`src/rtl/bullet_hit_detector_pkg.sv`:
```
// Shared defaults and FSM state encoding for the bullet hit detector.
// Optional feature macro used by this slice: OFFSCREEN_KILL_EN.
package bullet_hit_detector_pkg;

   localparam int NUM_BULLETS_DEF   = 4;
   localparam int NUM_ASTEROIDS_DEF = 4;
   localparam int SCORE_W_DEF       = 16;

   typedef enum logic [1:0] {
      ST_SCAN    = 2'd0,
      ST_RESOLVE = 2'd1,
      ST_EMIT    = 2'd2
   } state_t;

endpackage

```
`src/rtl/bullet_hit_detector_hit_accumulator.sv`:
```
// Per-bullet sticky overlap register against every asteroid, cleared on each frame_end.
// With OFFSCREEN_KILL_EN defined, also tracks whether the bullet was drawn at all this frame.
module bullet_hit_detector_hit_accumulator
   import bullet_hit_detector_pkg::*;
#(
   parameter int NUM_ASTEROIDS = NUM_ASTEROIDS_DEF
) (
   input  logic                     i_clk,
   input  logic                     i_reset,
   input  logic                     i_video_active,
   input  logic                     i_bullet_pixel,
   input  logic                     i_bullet_in_use,
   input  logic [NUM_ASTEROIDS-1:0] i_asteroid_pixel,
   input  logic                     i_clear,
   output logic [NUM_ASTEROIDS-1:0] o_hit_now
`ifdef OFFSCREEN_KILL_EN
   ,
   output logic                     o_seen_now
`endif
);

   logic [NUM_ASTEROIDS-1:0] r_hit;
   logic [NUM_ASTEROIDS-1:0] w_sample;

   // o_hit_now folds in the current pixel so the frame_end-cycle sample lands in the snapshot.
   assign w_sample  = {NUM_ASTEROIDS{i_video_active & i_bullet_pixel & i_bullet_in_use}}
                      & i_asteroid_pixel;
   assign o_hit_now = r_hit | w_sample;

   always_ff @(posedge i_clk or posedge i_reset) begin
      if (i_reset) begin
         r_hit <= '0;
      end else if (i_clear) begin
         r_hit <= '0;
      end else begin
         r_hit <= o_hit_now;
      end
   end

`ifdef OFFSCREEN_KILL_EN
   logic r_seen;

   assign o_seen_now = r_seen | (i_video_active & i_bullet_pixel);

   always_ff @(posedge i_clk or posedge i_reset) begin
      if (i_reset) begin
         r_seen <= 1'b0;
      end else if (i_clear) begin
         r_seen <= 1'b0;
      end else begin
         r_seen <= o_seen_now;
      end
   end
`endif

endmodule

```
`src/rtl/bullet_hit_detector.sv`:
```
// Frame-level bullet/asteroid collision resolver: snapshot at frame_end, resolve one bullet
// per cycle, then emit kills, hit pulses and a saturating score. Optional macro: OFFSCREEN_KILL_EN.
module bullet_hit_detector
   import bullet_hit_detector_pkg::*;
#(
   parameter int NUM_BULLETS   = NUM_BULLETS_DEF,
   parameter int NUM_ASTEROIDS = NUM_ASTEROIDS_DEF,
   parameter int SCORE_W       = SCORE_W_DEF
) (
   input  logic                     i_clk,
   input  logic                     i_reset,
   input  logic                     i_video_active,
   input  logic                     i_frame_end,
   input  logic [NUM_BULLETS-1:0]   i_bullet_pixel,
   input  logic [NUM_BULLETS-1:0]   i_bullet_in_use,
   input  logic [NUM_ASTEROIDS-1:0] i_asteroid_pixel,
   output logic [NUM_BULLETS-1:0]   o_bullet_reset,
   output logic [NUM_ASTEROIDS-1:0] o_asteroid_hit,
   output logic [SCORE_W-1:0]       o_score,
   output logic                     o_busy,
   output logic                     o_overrun,
   output logic [1:0]               o_state
);

   localparam int KW = (NUM_BULLETS > 1) ? $clog2(NUM_BULLETS) : 1;
   localparam logic [KW-1:0] K_LAST = KW'(NUM_BULLETS - 1);

   state_t                                r_state;
   state_t                                w_next_state;
   logic [KW-1:0]                         r_k;
   logic [NUM_BULLETS-1:0][NUM_ASTEROIDS-1:0] r_res;
   logic [NUM_BULLETS-1:0][NUM_ASTEROIDS-1:0] w_hit_now;
   logic [NUM_BULLETS-1:0]                r_kill;
   logic [NUM_ASTEROIDS-1:0]              r_ahit;
   logic [NUM_BULLETS-1:0]                r_bullet_reset;
   logic [NUM_ASTEROIDS-1:0]              r_asteroid_hit;
   logic [SCORE_W-1:0]                    r_score;
   logic                                  r_overrun;
   logic [NUM_BULLETS-1:0]                w_kill_init;
   logic [NUM_ASTEROIDS-1:0]              w_row;
   logic [NUM_ASTEROIDS-1:0]              w_low;
   logic [SCORE_W:0]                      w_pop;
   logic [SCORE_W:0]                      w_sum;
   logic [SCORE_W-1:0]                    w_score_next;

`ifdef OFFSCREEN_KILL_EN
   logic [NUM_BULLETS-1:0] w_seen_now;
`endif

   for (genvar gi = 0; gi < NUM_BULLETS; gi++) begin : g_acc
      bullet_hit_detector_hit_accumulator #(
         .NUM_ASTEROIDS (NUM_ASTEROIDS)
      ) u_acc (
         .i_clk            (i_clk),
         .i_reset          (i_reset),
         .i_video_active   (i_video_active),
         .i_bullet_pixel   (i_bullet_pixel[gi]),
         .i_bullet_in_use  (i_bullet_in_use[gi]),
         .i_asteroid_pixel (i_asteroid_pixel),
         .i_clear          (i_frame_end),
         .o_hit_now        (w_hit_now[gi])
`ifdef OFFSCREEN_KILL_EN
         ,
         .o_seen_now       (w_seen_now[gi])
`endif
      );
   end

`ifdef OFFSCREEN_KILL_EN
   // A live bullet that never reached a visible pixel has left the screen.
   assign w_kill_init = i_bullet_in_use & ~w_seen_now;
`else
   assign w_kill_init = '0;
`endif

   // Lowest set bit of the current bullet's row picks the one asteroid it is credited with.
   assign w_row = r_res[r_k];
   assign w_low = w_row & (-w_row);

   always_comb begin
      w_pop = '0;
      for (int j = 0; j < NUM_ASTEROIDS; j++) begin
         w_pop = w_pop + {{SCORE_W{1'b0}}, r_ahit[j]};
      end
      w_sum        = {1'b0, r_score} + w_pop;
      w_score_next = w_sum[SCORE_W] ? {SCORE_W{1'b1}} : w_sum[SCORE_W-1:0];
   end

   always_comb begin
      w_next_state = r_state;
      case (r_state)
         ST_SCAN:    if (i_frame_end) w_next_state = ST_RESOLVE;
         ST_RESOLVE: if (r_k == K_LAST) w_next_state = ST_EMIT;
         ST_EMIT:    w_next_state = ST_SCAN;
         default:    w_next_state = ST_SCAN;
      endcase
   end

   always_ff @(posedge i_clk or posedge i_reset) begin
      if (i_reset) begin
         r_state <= ST_SCAN;
      end else begin
         r_state <= w_next_state;
      end
   end

   always_ff @(posedge i_clk or posedge i_reset) begin
      if (i_reset) begin
         r_k            <= '0;
         r_res          <= '0;
         r_kill         <= '0;
         r_ahit         <= '0;
         r_bullet_reset <= '0;
         r_asteroid_hit <= '0;
         r_score        <= '0;
         r_overrun      <= 1'b0;
      end else begin
         r_asteroid_hit <= '0;
         if (i_frame_end && (r_state != ST_SCAN)) begin
            r_overrun <= 1'b1;
         end
         case (r_state)
            ST_SCAN: begin
               if (i_frame_end) begin
                  r_res  <= w_hit_now;
                  r_k    <= '0;
                  r_kill <= w_kill_init;
                  r_ahit <= '0;
               end
            end
            ST_RESOLVE: begin
               if (|w_row) begin
                  r_kill[r_k] <= 1'b1;
                  r_ahit      <= r_ahit | w_low;
               end
               r_k <= r_k + KW'(1);
            end
            ST_EMIT: begin
               r_bullet_reset <= r_kill;
               r_asteroid_hit <= r_ahit;
               r_score        <= w_score_next;
               r_kill         <= '0;
               r_ahit         <= '0;
            end
            default: begin
               r_k <= '0;
            end
         endcase
      end
   end

   assign o_bullet_reset = r_bullet_reset;
   assign o_asteroid_hit = r_asteroid_hit;
   assign o_score        = r_score;
   assign o_overrun      = r_overrun;
   assign o_busy         = (r_state != ST_SCAN);
   assign o_state        = r_state;

endmodule

```
`config.mk`:
```
export PLATFORM = sky130hd
export DESIGN_NAME = bullet_hit_detector
export DESIGN_NICKNAME = d
export VERILOG_FILES = /design/src/rtl/bullet_hit_detector_pkg.sv /design/src/rtl/bullet_hit_detector_hit_accumulator.sv /design/src/rtl/bullet_hit_detector.sv
export SDC_FILE = /design/constraint.sdc
export NUM_CORES = 1
export LEC_CHECK = 0
export BUFFER_PORTS_ARGS = -buffer_cell sky130_fd_sc_hd__buf_2
export CAP_MARGIN = 20
export CORE_UTILIZATION = 60
export DETAILED_ROUTE_END_ITERATION = 10
export PLACE_DENSITY = 0.93
export SYNTH_ARGS = -nofsm -noshare
export SYNTH_HDL_FRONTEND = slang
export SYNTH_SLANG_ARGS = --single-unit
export TNS_END_PERCENT = 1
```
`constraint.sdc`:
```
create_clock -name i_clk -period 5 [get_ports i_clk]
set_clock_uncertainty 0.05 [all_clocks]
set_input_delay 0.5 -clock i_clk [delete_from_list [all_inputs] [get_ports i_clk]]
set_output_delay 0.5 -clock i_clk [all_outputs]
set_load 0.05 [all_outputs]
```
==> key figures, run 1 <==
Yosys
  • Number of synthesized flops with an enable pin: 0
  • Seq cells post-synth: between 60 and 70
  • Top cell type's share of synthesized area: 0.588
  • Synth top cells by count: 69 x dfrtp_1, 40 x nor2_1, 35 x a21oi_1, 29 x nand2_1, 11 x inv_1
  • Ys flop type: dfrtp_1
  • Post-Syn Nets: 297
  • Synth cell types: 36
  • Async SR Flop Fraction: 1.00
  • Netlist Area Pre-Place: 2940 um2
  • Synth warnings: 0
  • Top-count cell post-synth: dfrtp_1
  • Synthesized area per cell: 10.8 um2
  • Top cells by area, synth: dfrtp_1 59%, a21oi_1 6.0%, nor2_1 5.1%
  • Sequential area share after synthesis: 0.588
  • Area leader, netlist: dfrtp_1
  • Mapped Cells: between 200 and 300

Final layout
  • Ant diodes: 0
  • Syn-to-layout area delta: 15.4%
  • Area of the multi-input gates: between 1000 and 1500 um2
  • Share of cells above drive strength 1: 0.204
  • Storage element area: 1730 um2
  • Layout fillers: about 340
  • Final net count: 342

Clocking
  • Maximum root-to-sink buffer count: 2
  • CTS tree: done
  • CTS root buf: clkbuf_8
  • Setup bufs post-CTS: 0
  • Skew-Pair Late Insertion Delay: 350 ps
  • CTS buffer count: 9
  • Clk sinks: 69
  • H-tree depth: 3
  • Cts hold-fix bufs: 0
  • Worst-path clk slew: 70 ps
  • # resized after CTS: 0

Global routing
  • Pin count of the biggest net entering global routing: 70
  • Met1 Resource Use GR: 0.320
  • Grt ovf: 0
  • Met3 Usage GRT: 0.0569
  • First-pass GRT wire length: 9.65 mm
  • Vias in the first global route: 2141
  • Total track usage: 0.251
  • Busiest layer in global routing: met2
  • Initial antenna violation count: 0
  • Met2 Track Usage GR: 0.403

Timing
  • Post-Route Setup TNS: 0 ps
  • Pins over their slew limit: 0
  • RSZ-0062 raised after global routing: false
  • Final Hold Fails: 0
  • Setup violations, final: 0
  • Max frequency: 347 MHz
  • Period Utilization, post-route: 0.576
  • Slew HR: 0.442
  • Measured slew at the worst slew-check pin: around 840 ps
  • Post-route minimum period: 2880 ps
  • Final Worst Setup Slack: about 2100 ps

Run status
  • Status: completed

Placed design
  • RD Place Congestion: 0.811
  • Dpl ws: 2180 ps
  • HPWL reported at the end of detailed placement: 3.90 mm
  • Port buffer count: 43

Pwr
  • Power share of the sequential group: 0.428
  • Sw power: 736 uW
  • Internal: between 1 and 1.5 mW
  • Clock share of power: 0.221
  • VDD IR max: 0.000317 V
  • Pwr/cell area: 572 nW/um2
  • Sw Ratio: 0.379
  • Leakage: between 1.5 and 2 nW
  • Logic pwr share: 0.352

Floorplan
  • Core area: 4720 um2
  • Die Y-Extent: 72.0 um
  • Die W: 72.0 um
  • Initial Util: 0.622
  • Num ports: 44
  • Row cnt: 25
  • Die area: ~5200 um2

Setup path
  • CP startpoint kind: flop
  • Setup Crit Path Kind: flop to flop
  • Worst Path Required: 5180 ps
  • Critical path capture point type: flop
  • CP max FO: 7
  • CP arrival: 3060 ps

Drt
  • Number of DRC markers in iteration 0: 217
  • Vias per inst: 5.61
  • Total number of vias: 2186
  • DRT Wirelength: 5.70 mm
  • WL/cell: 14.6 um
  • DRC violations left: 0
  • DR pass1 iterations: 4
  • ANT nets after route: 0

Min path
  • Hold Crit Class: primary input to asynchronous set/reset pin

Run
  • Number of max-cap violations: 0
==> per-stage QoR <==
stage          utilization  instances  hold WS (ps)  instance area [um2]  power (mW)
6_report             0.718        390           329                 3390        1.94
4_1_cts              0.718        390           372                 3390        1.95
3_3_place_gp         0.677        374           391                 3200        1.48
2_1_floorplan            -        273           389                 2940        1.36
5_1_grt              0.718        390           430                 3390        2.06
3_5_place_dp         0.677        374           392                 3200        1.52
==> critical path, cell delays in order (launching register included) <==
cell and delay (ps):
dfrtp_1 420, fa_1 550, inv_1 50, fa_1 390, inv_1 90, fa_1 170
and4b_1 330, nand3_1 170, or3_1 410, o21a_1 150
==> sequential cells by signal, indices dropped and copies added (netlist names), 2 cells and up <==
register,cells
r_ahit,4
r_k,2
o_state,2
o_bullet_reset,4
o_asteroid_hit,4
g_acc.u_acc.r_hit,16
r_kill,4
r_res,16
o_score,16
==> cells in the final DEF, fill, tap and decap left out <==
master     instances
o21ai_0            6
and2_1             3
nand2b_1           1
nand4_1            2
and3_1             8
fa_1               3
o2111ai_1          2
nand2_1           29
o21a_1             1
a21oi_1           35
a22o_1             8
buf_4              2
or3_1              4
mux2_2             1
nor3_1             2
a32o_1             1
mux4_2             4
nor2_1            40
a211oi_1           1
xor2_1             7
clkbuf_8          13
inv_2              1
nand3_1            7
buf_2             43
a21o_1             1
and4_1             2
dfrtp_1           69
nor4_2             1
inv_1             10
and3b_1            1
clkbuf_1           3
o211ai_1           2
and4b_1            1
or2_2              1
o21bai_1           1
nor2b_1            2
ha_1               5
==> final timing paths <==
kind,from,end,slack (ps),cells past startpoint
max,o_score[0],o_score[12],2120,9
min,i_reset,r_res[11],330,3
max reg2reg,o_score[0],o_score[12],2120,9
min reg2reg,o_overrun,o_overrun,410,1
max in group asynchronous,i_reset,r_res[10],4010,3
min in group i_clk,o_overrun,o_overrun,410,1
==> power groups by stage <==
stage          sequential (mW)  clock (mW)  combinational [mW]
2_1_floorplan            0.923           0               0.440
3_3_place_gp             0.828           0               0.656
3_5_place_dp             0.842           0               0.676
4_1_cts                  0.831       0.433               0.684
5_1_grt                  0.854       0.457               0.751
6_report                 0.829       0.428               0.682
==> layout make-up <==
| class | instances | share of cell area |
|---|---|---|
| sequential | 69 | 0.509 |
| timing repair buffer | 45 | 0.0679 |
| inverter | 11 | 0.0122 |
| multi-input combinational | 182 | 0.330 |
| tap | 67 | 0.0247 |
| clock buffer | 16 | 0.0561 |
==> metal layers <==
layer / vias to the layer above / part of all wire / wire length, um
li1: 1027 / - / -
met1: 1052 / 0.42 / 2410
met2: 89 / 0.49 / 2780
met3: 18 / 0.056 / 320
met5: - / 0 / 0
met4: 0 / 0.033 / 190
==> logic make-up (layout without fill, tap and decap cells) <==
| logic type | count (synthesis) | after routing | synth area share |
|---|---|---|---|
| xor+xnor | 7 | 7 | 0.0209 |
| buf+inv | 22 | 72 | 0.0319 |
| compound gates | 58 | 58 | 0.118 |
| fa+ha+maj | 8 | 8 | 0.0417 |
| simple gates | 104 | 104 | 0.165 |
| flops | 69 | 69 | 0.588 |
| mux | 5 | 5 | 0.0345 |
Power figures use the tool's default switching activity.
==> run 2: changes to the inputs <==
Settings changed: CORE_UTILIZATION 60 to 56, PLACE_DENSITY 0.93 to 0.89.
Clock period 5 ns to 2.7 ns, I/O delays scaled along.
==> run 2 against run 1 <==
Hold slack worse by 130 ps. Wire length up 4.8%. Register-to-register slack got worse by 2100 ps. Clock-buffer cell count is 6 lower. Utilization down 0.25 points. Cell count up 1.8%. Sequential cell count unchanged. Combinational power is 95% higher. Clock power rose by 120%. Total power increased by 96%. Critical path type unchanged. Largest power group unchanged. Highest routed layer unchanged.
==> key figures, run 2 (same netlist as run 1, synthesis figures left out) <==
Run status
  • Status: completed

Floorplan
  • Num ports: 44
  • Die area: 5540 um2
  • Row cnt: 25
  • Initial Util: 0.602
  • Die W: ~74 um
  • Die Y-Extent: 74.4 um
  • Core area: between 4000 and 5000 um2

Clocking
  • CTS buffer count: 9
  • Worst-path clk slew: roughly 70 ps
  • Clk sinks: 69
  • Maximum root-to-sink buffer count: 2
  • CTS tree: done
  • H-tree depth: 3
  • Skew-Pair Late Insertion Delay: ~350 ps
  • CTS root buf: clkbuf_8

Pwr
  • Total chip power: 3.80 mW
  • Leakage: 1.79 nW
  • VDD IR max: 0.000514 V
  • Pwr/cell area: 1090 nW/um2

Final layout
  • Ant diodes: 0
  • Final net count: 349
  • Most frequent cells in the layout: 68 x dfrtp_1, 43 x buf_2, 40 x nor2_1, 35 x a21oi_1, 28 x nand2_1
  • Share of cells above drive strength 1: 0.239
  • Commonest non-fill, non-tap cell in the layout: dfrtp_1
  • Syn-to-layout area delta: 18.8%
  • Layout fillers: 345
  • Layout Cells excl Fill: 397
  • Design area: 3490 um2

Setup path
  • R2R setup slack: 70 ps
  • CP arrival: 2810 ps
  • Setup Crit Path Kind: flop to flop
  • CP startpoint kind: flop
  • FF-to-FF End: o_score[12]
  • Critical path capture point type: flop
  • R2R depth: 9
  • CP max FO: 3
  • Reg-to-Reg Start: r_ahit[2]
  • Worst Path Required: 2880 ps

Timing
  • Final Worst Setup Slack: 66.2 ps
  • Final Hold Fails: 0
  • Pins over their slew limit: 0
  • Setup violations, final: 0
  • Period Utilization, post-route: 0.975
  • Post-route minimum period: 2630 ps
  • Measured slew at the worst slew-check pin: 594 ps
  • Slew HR: 0.604
  • Max frequency: 380 MHz
  • Hold_ws: 201 ps

Min path
  • Hold-critical path endpoint: g_acc[2].u_acc.r_hit[2]
  • Hold Crit Class: primary input to flop
  • Hold Crit Depth: 3
  • HP Start: i_asteroid_pixel[2]

Placed design
  • Placed cells: roughly 380
  • HPWL reported at the end of detailed placement: 4.02 mm
  • RD Place Congestion: 0.869
  • Port buffer count: 43
  • Dpl ws: 11.1 ps
  • DP Area: 3240 um2

Drt
  • Number of DRC markers in iteration 0: 111
  • WL/cell: 15.0 um
  • ANT nets after route: 0
  • Total number of vias: 2200
  • DRT Wirelength: 5.97 mm
  • Vias per inst: 5.54
  • DR pass1 iterations: 4
  • DRC violations left: 0

Global routing
  • Total track usage: 0.248
  • Initial antenna violation count: 0
  • First-pass GRT wire length: 9.87 mm
  • Vias in the first global route: about 2200
  • Pin count of the biggest net entering global routing: 33
  • Grt ovf: 0

Run
  • Number of max-cap violations: 0
[run 2: layer usage]
metal | global-route usage | up-vias | share of wire
met2 | 0.420 | 74 | 0.51
met5 | 0 | - | 0
met3 | 0.0976 | 14 | 0.056
li1 | - | 1043 | -
met1 | 0.280 | 1069 | 0.41
met4 | 0.0985 | 0 | 0.021
[run 2: through the flow]
stage,setup TNS [ps],utilization
floorplan,0,-
global placement,0,0.663
detailed placement,0,0.663
CTS,0,0.712
global route,-15.3,0.715
finish,0,0.715
[run 2: area by class of cell]
type                            instances  area (um2)  share of cell area
Timing Repair Buffer                   52         285              0.0817
Tap cell                               67        83.8              0.0240
Sequential cell                        69        1730               0.495
Clock inverter                          6        86.3              0.0247
Clock buffer                           10         138              0.0394
Inverter                               11        41.3              0.0118
Multi-Input combinational cell        182        1130               0.323
[run 2: power breakdown]
part | switching, mW | internal (mW)
Sequential | 0.233 | 1.31
Combinational | 0.812 | 0.515
Clock | 0.385 | 0.543
[run 2: worst max path at each step]
stage	from	endpoint	cells after the start
floorplan	o_score[0]	o_score[12]	10
global placement	r_ahit[2]	o_score[0]	9
detailed placement	r_ahit[2]	o_score[2]	9
CTS	r_ahit[2]	o_score[12]	9
global route	r_ahit[2]	o_score[12]	9
finish	r_ahit[2]	o_score[12]	9
[run 2: repair_timing]
action                                 4_1_cts  5_1_grt
setup endpoints to repair                    5        2
resized for setup                            1        1
setup buffers                                0        2
endpoints found under the hold margin       27        0
hold buffers                                 1        0
pin swaps                                    0        1
[run 2: worst max-delay path, cell delays in order (launching register included)]
cell and delay [ps]:
dfrtp_1 410, fa_1 540, inv_1 50, fa_1 370, inv_1 90, fa_2 200
and4b_1 250, nand3_2 90, or3_1 350, o21a_1 120
